### config.mk
export PLATFORM = sky130hd
export DESIGN_NAME = pdp10_find_shift
export DESIGN_NICKNAME = d
export VERILOG_FILES = /design/src/rtl/pdp10_find_shift.sv
export SDC_FILE = /design/constraint.sdc
export NUM_CORES = 1
export LEC_CHECK = 0
export BUFFER_PORTS_ARGS = -buffer_cell sky130_fd_sc_hd__buf_2
export CAP_MARGIN = 20
export CELL_PAD_IN_SITES_DETAIL_PLACEMENT = 1
export CELL_PAD_IN_SITES_GLOBAL_PLACEMENT = 1
export CORE_ASPECT_RATIO = 1.25
export CORE_MARGIN = 4
export CORE_UTILIZATION = 45
export CTS_CLUSTER_SIZE = 10
export DETAILED_ROUTE_END_ITERATION = 8
export PLACE_DENSITY = 0.85
export REMOVE_ABC_BUFFERS = 1
export SETUP_SLACK_MARGIN = 0.15
export SYNTH_ARGS = -nofsm -noshare
export SYNTH_HDL_FRONTEND = slang
export SYNTH_SLANG_ARGS = --single-unit
### constraint.sdc
create_clock -name clk -period 4.5 [get_ports clk]
set_input_delay 0.9 -clock clk [delete_from_list [all_inputs] [get_ports clk]]
set_output_delay 0.9 -clock clk [all_outputs]
set_load 0.02 [all_outputs]
### src/rtl/pdp10_find_shift.sv
// Iterative find-first / normalize companion to the 36-bit barrel shifter (JFFO and NORM).
// Define KV10_NORM_EN to enable the NORM (redundant-sign) mode; otherwise mode is ignored.
module pdp10_find_shift #(
  parameter int STEP = 4
) (
  input  logic        clk,
  input  logic        reset_n,
  input  logic        start,
  input  logic        mode,
  input  logic [35:0] inword,
  output logic        ready,
  output logic        done,
  output logic        zero,
  output logic [8:0]  count,
  output logic [35:0] outword
);

  typedef enum logic [1:0] {IDLE, SCAN, DONE} state_t;

  localparam logic [5:0] STEPCNT = 6'(STEP);
  localparam logic [5:0] LASTCNT = 6'(36 - STEP);

  state_t      state;
  logic [35:0] work;
  logic [35:0] scan;
  logic [35:0] scanLoad;
  logic [5:0]  cnt;
  logic        isZero;

  logic [STEP-1:0] chunk;
  logic            hit;
  logic [5:0]      off;

`ifdef KV10_NORM_EN
  // NORM looks for the first bit differing from the sign; pre-xoring the field with
  // the sign (virtual bit 36 becomes a constant 1) turns it into a plain first-one scan.
  assign scanLoad = mode ? {inword[34:0] ^ {35{inword[35]}}, 1'b1} : inword;
`else
  logic unusedMode;
  assign unusedMode = mode;
  assign scanLoad   = inword;
`endif

  always_comb begin
    chunk = scan[35 -: STEP];
    hit   = 1'b0;
    off   = '0;
    for (int i = 0; i < STEP; i++) begin
      if (!hit && chunk[STEP-1-i]) begin
        hit = 1'b1;
        off = 6'(i);
      end
    end
  end

  always_ff @(posedge clk) begin
    if (!reset_n) begin
      state   <= IDLE;
      ready   <= 1'b1;
      done    <= 1'b0;
      zero    <= 1'b0;
      count   <= '0;
      outword <= '0;
      work    <= '0;
      scan    <= '0;
      cnt     <= '0;
      isZero  <= 1'b0;
    end else begin
      done <= 1'b0;
      case (state)
        IDLE: begin
          if (start) begin
            work   <= inword;
            scan   <= scanLoad;
            cnt    <= '0;
            isZero <= (inword == 36'd0);
            ready  <= 1'b0;
            state  <= SCAN;
          end
        end
        SCAN: begin
          // A zero operand ends on the last chunk whether or not a bit was found.
          if (hit || cnt == LASTCNT) begin
            state <= DONE;
            done  <= 1'b1;
            if (isZero) begin
              zero    <= 1'b1;
              count   <= '0;
              outword <= '0;
            end else begin
              zero    <= 1'b0;
              count   <= 9'(cnt + off);
              outword <= work << off;
            end
          end else begin
            work <= work << STEP;
            scan <= scan << STEP;
            cnt  <= cnt + STEPCNT;
          end
        end
        DONE: begin
          ready <= 1'b1;
          state <= IDLE;
        end
        default: begin
          ready <= 1'b1;
          state <= IDLE;
        end
      endcase
    end
  end

endmodule

==> Yosys cells after proc, flatten, opt, wreduce, memory -nomap -nowiden <==
Index checks and enable logic that the tools add are counted.
{ "classes": {"add_sub_neg": 2, "eq_ne": 5, "shift": 1, "mux": 24, "n_bitwise": 1, "n_reduce_logical": 16} }
{ "op_table": {"columns": ["op", "count"], "rows": [
  ["$mux 36", 4],
  ["$pmux 36 s2", 2],
  ["$logic_not 36->1", 1],
  ["$shl 36x6->36", 1],
  ["$mux 6", 3],
  ["$pmux 6 s2", 1],
  ["$reduce_and 2->1", 5],
  ["$mux 1", 8],
  ["$add 6x6->7", 1],
  ["$mux 7", 1],
  ["$add 6x3->6 const B", 1],
  ["$eq 6x6->1 const B", 1],
  ["$mux 2", 3],
  ["$ne 2x2->1 const B", 3],
  ["$pmux 2 s2", 1],
  ["$logic_and 1x1->1", 3],
  ["$logic_not 1->1", 3],
  ["$reduce_and 3->1", 1],
  ["$eq 2x1->1 const B", 1],
  ["$logic_not 2->1", 1],
  ["$pmux 1 s2", 1],
  ["$reduce_bool 2->1", 1],
  ["$logic_or 1x1->1", 1],
  ["$not 1->1", 1]
]} }
{ "word_totals": {"register_bits": 129, "input_bits": 40, "out_inout_bits": 48, "word_cells": 59} }

==> Longest topological paths before layout <==
{ "depth": {"depth_word": 13, "ltp_mapped": 9, "ltp_nobuf": 8} }

==> Least setup slack after synthesis <==
No wires, ideal clock.
{ "synth_path": {"path_kind": "input to register", "start": "in reset_n", "end": "reg outword[14]", "setup_time_ns": 0.070, "arrival_time_ns": 1.884, "required_ns": 4.430, "setup_slack_ns": 2.545, "stages": 5, "path_buffers": 1, "cell_sequence": "nand2b_1 a2111oi_4 clkbuf_1 o21ai_0 o2bb2ai_1"} }
{ "synth_rtl": {"columns": ["element", "line_no", "text"], "rows": [
  ["from (decl)", "7", "input logic reset_n,"],
  ["to (signal assigned)", "93", "outword <= work << off;"],
  ["to (decl)", "15", "output logic [35:0] outword"]
]} }

==> Worst setup path in the final report <==
{ "layout_path": {"start": "reg cnt[2]", "end": "reg outword[33]"} }
{ "layout_between": {"elab_chain_cells": 3} }
{ "layout_lines": {"columns": ["element", "line_no", "text"], "rows": [
  ["from (decl)", "27", "logic [5:0] cnt;"],
  ["from (signal assigned)", "98", "cnt <= cnt + STEPCNT;"],
  ["$eq 6x6->1", "83", "if (hit || cnt == LASTCNT) begin"],
  ["$logic_or 1x1->1", "83", null],
  ["$reduce_and 2->1 (no line)", null, null]
]} }
Every way passes these cells.
A chain may end at the register's enable or synchronous reset.

==> results.json <==
{
  "status": "finished clean",
  "cp.arrival_ps": 3060,
  "synth.area.top_cells": "dfxtp_1, a211oi_1, o221ai_1",
  "max_slew_margin_pct": 46.4,
  "syn_area_mm2": 0.00461,
  "cts.sinks": 89,
  "fin_crit_sh_pct": 61.6,
  "wl_mm": 14.7,
  "cts_setup_buffers": 0,
  "yosys.area_share.simple_pct": 14.1,
  "synth-seq-cells": 89,
  "p_leak_nw": 2.03,
  "timing.final.max_slew_violations": 0,
  "track_usage_pct": 25.0,
  "io_buffers": 84,
  "grt_pass1_wl_mm": 24.1,
  "h-tree-depth": 3,
  "r2r-start": "cnt[2]$_SDFFE_PN0P_",
  "min_period_ps": 2770,
  "synth_top_family_by_area": "compound AO/OA/AOI/OAI gates",
  "start_util_pct": 45.8,
  "cts_resized": 0,
  "yosys-top-cells-count": "dfxtp_1, a211oi_1, nor2_1, clkbuf_1, o21ai_0",
  "tightest_slew_ps": 804,
  "setup_tns_ps": 0,
  "vias": 4639,
  "grt_max_degree": 71,
  "path_class": "flip-flop to flip-flop",
  "timing.rr.end": "outword[33]$_SDFFE_PN0P_",
  "syn2layout_area_growth_pct": 16.3,
  "yosysMostFrequentCell": "dfxtp_1",
  "yosysTopAreaCellShare_pct": 38.7,
  "maxCapViolCount": 0,
  "reg2reg_depth": 7,
  "yosysSeqAreaShare_pct": 38.7,
  "nets": 639,
  "synth_xor_area_share_pct": 0.761,
  "synth_edf_count": 0,
  "rows": 41,
  "muxShareOfSynthArea_pct": 0.217,
  "drt_pre_antenna_iters": 5,
  "cts_tree": "done",
  "cp.required_ps": 4790,
  "synth_ff_type": "dfxtp_1",
  "skew_ps": 4.95,
  "grt_setup_unrepaired": "false",
  "ys_warn_count": 0,
  "numCtsBuffers": 9,
  "syn-instance-count": 539,
  "post_drt_wl_per_cell_um": 20.1,
  "antenna_found_initial": 0,
  "avgSynthCellArea_um2": 8.54,
  "dieArea_mm2": 0.0119,
  "drt_iter0_drc": 265,
  "r2r_slack_ps": 1730,
  "crit_path_start_kind": "flip-flop",
  "final_cell_count_no_fill": 729,
  "die_y_um": 121,
  "antenna_cells": 0,
  "power_density_mw_per_mm2": 440,
  "place.gp.congestion": 0.874,
  "dieWidth_um": 98.5,
  "core_area_mm2": 0.0101,
  "drtAntennaViolNets": 0,
  "ctsHoldBuffers": 0,
  "drive_gt1_share_pct": 19.8,
  "synthAdderAreaFrac_pct": 1.09,
  "overflow": 0,
  "drc": 0,
  "startpoint": "cnt[2]$_SDFFE_PN0P_",
  "dp_cells": 713,
  "path_clk_slew_ps": 60,
  "hp-start": "ready$_SDFFE_PN1P_",
  "dp.final_hpwl_mm": 9.95,
  "setup_violations": 0,
  "endpoint": "outword[33]$_SDFFE_PN0P_",
  "synth_top_area_cell": "dfxtp_1",
  "async_reset_ff_share_pct": 0,
  "fmax_ghz": 0.361,
  "endpoint_kind": "flip-flop",
  "finalHoldViolations": 0,
  "io_pins": 88,
  "first_global_vias": 4703,
  "ir_worst_vdd_mv": 0.208,
  "clock_path_buffers": 2,
  "synth_cell_types": 55,
  "synth_compound_area_share_pct": 36.9,
  "vias_per_cell": 6.36,
  "clock_latency_ps": 350,
  "crit_fanout": 20,
  "hold_path.class": "flip-flop to flip-flop",
  "root_buffer": "clkbuf_16"
}
==> state kept, by name, indices dropped and copies added (netlist names) <==
register and cells:
count 7, work 36, zero 1, done 1
cnt 4, isZero 1, state 2, outword 36
ready 1
==> cell families (layout without fill, tap and decap cells) <==
logic type | Yosys count | in the layout
AND/OR/NAND/NOR | 130 | 130
other | 1 | 3
multiplexers | 1 | 1
XOR/XNOR | 4 | 4
flip-flops | 89 | 89
AO/OA/AOI/OAI | 223 | 223
adder cells (fa/ha/maj) | 4 | 4
buffers and inverters | 87 | 146
==> how the worst min path moves through the flow <==
stage                                           to  cells past startpoint
after floorplan                cnt[3]$_SDFFE_PN0P_                      2
after global placement    outword[23]$_SDFFE_PN0P_                      1
after detailed placement  outword[16]$_SDFFE_PN0P_                      1
after CTS                       ready$_SDFFE_PN1P_                      1
after global routing       outword[2]$_SDFFE_PN0P_                      1
final                           ready$_SDFFE_PN1P_                      1
==> metal layers <==
metal	wire length (um)	part of all wire [%]	vias to the layer above	global-route usage, %
met5	0	0	-	0
li1	-	-	2164	-
met4	400	2.7	0	10.7
met3	706	4.8	32	4.89
met2	7330	50	139	42.4
met1	6220	42	2304	30.7
==> where the power goes <==
| part | internal (W) | switching (W) |
|---|---|---|
| sequential | 0.000867 | 0.0000872 |
| clock | 0.000475 | 0.000305 |
| combinational | 0.000222 | 0.000398 |
==> cell usage in the layout, fill, tap and decap left out, types with 4 or more instances in the layout <==
cell type,n
a211oi_1,49
a21boi_0,15
a21oi_1,8
a221oi_1,25
and2_1,4
buf_2,84
buf_4,12
clkbuf_16,9
dfxtp_1,88
ha_1,4
inv_1,33
nand2_1,33
nand2b_1,4
nand3_1,6
nand4_1,5
nor2_1,43
nor2b_1,6
nor4_1,8
o21ai_0,34
o21ai_1,5
o221ai_1,33
o2bb2ai_1,28
or3_1,6
==> area by class of cell <==
cell class / instances / area [um2]
inverter: 34 / 128
multi-input combinational: 365 / 2460
sequential: 89 / 1780
clock buffer: 14 / 274
fill: 1248 / 4700
timing repair buffer: 96 / 510
tap: 129 / 161
clock inverter: 2 / 35.0
==> per-stage QoR <==
step                power, W  utilization [%]  hold slack, ps  instance area, um2  worst slack (ps)
global route         0.00248             53.3             480                5360              1460
CTS                  0.00237             53.3             461                5360              1660
global placement     0.00156             50.2             444                5050              1740
floorplan            0.00136                -             484                4360              1110
finish               0.00235             53.3             455                5360              1730
detailed placement   0.00158             50.2             443                5050              1700
==> critical path, stage by stage (launching register included) <==
cell and delay [ps]:
dfxtp_1 450, inv_1 120, ha_1 250, and3b_1 250, o21ai_4 410, and2_1 730
buf_4 350, a22o_1 160
Note: power is estimated with default switching activity, not from simulation.
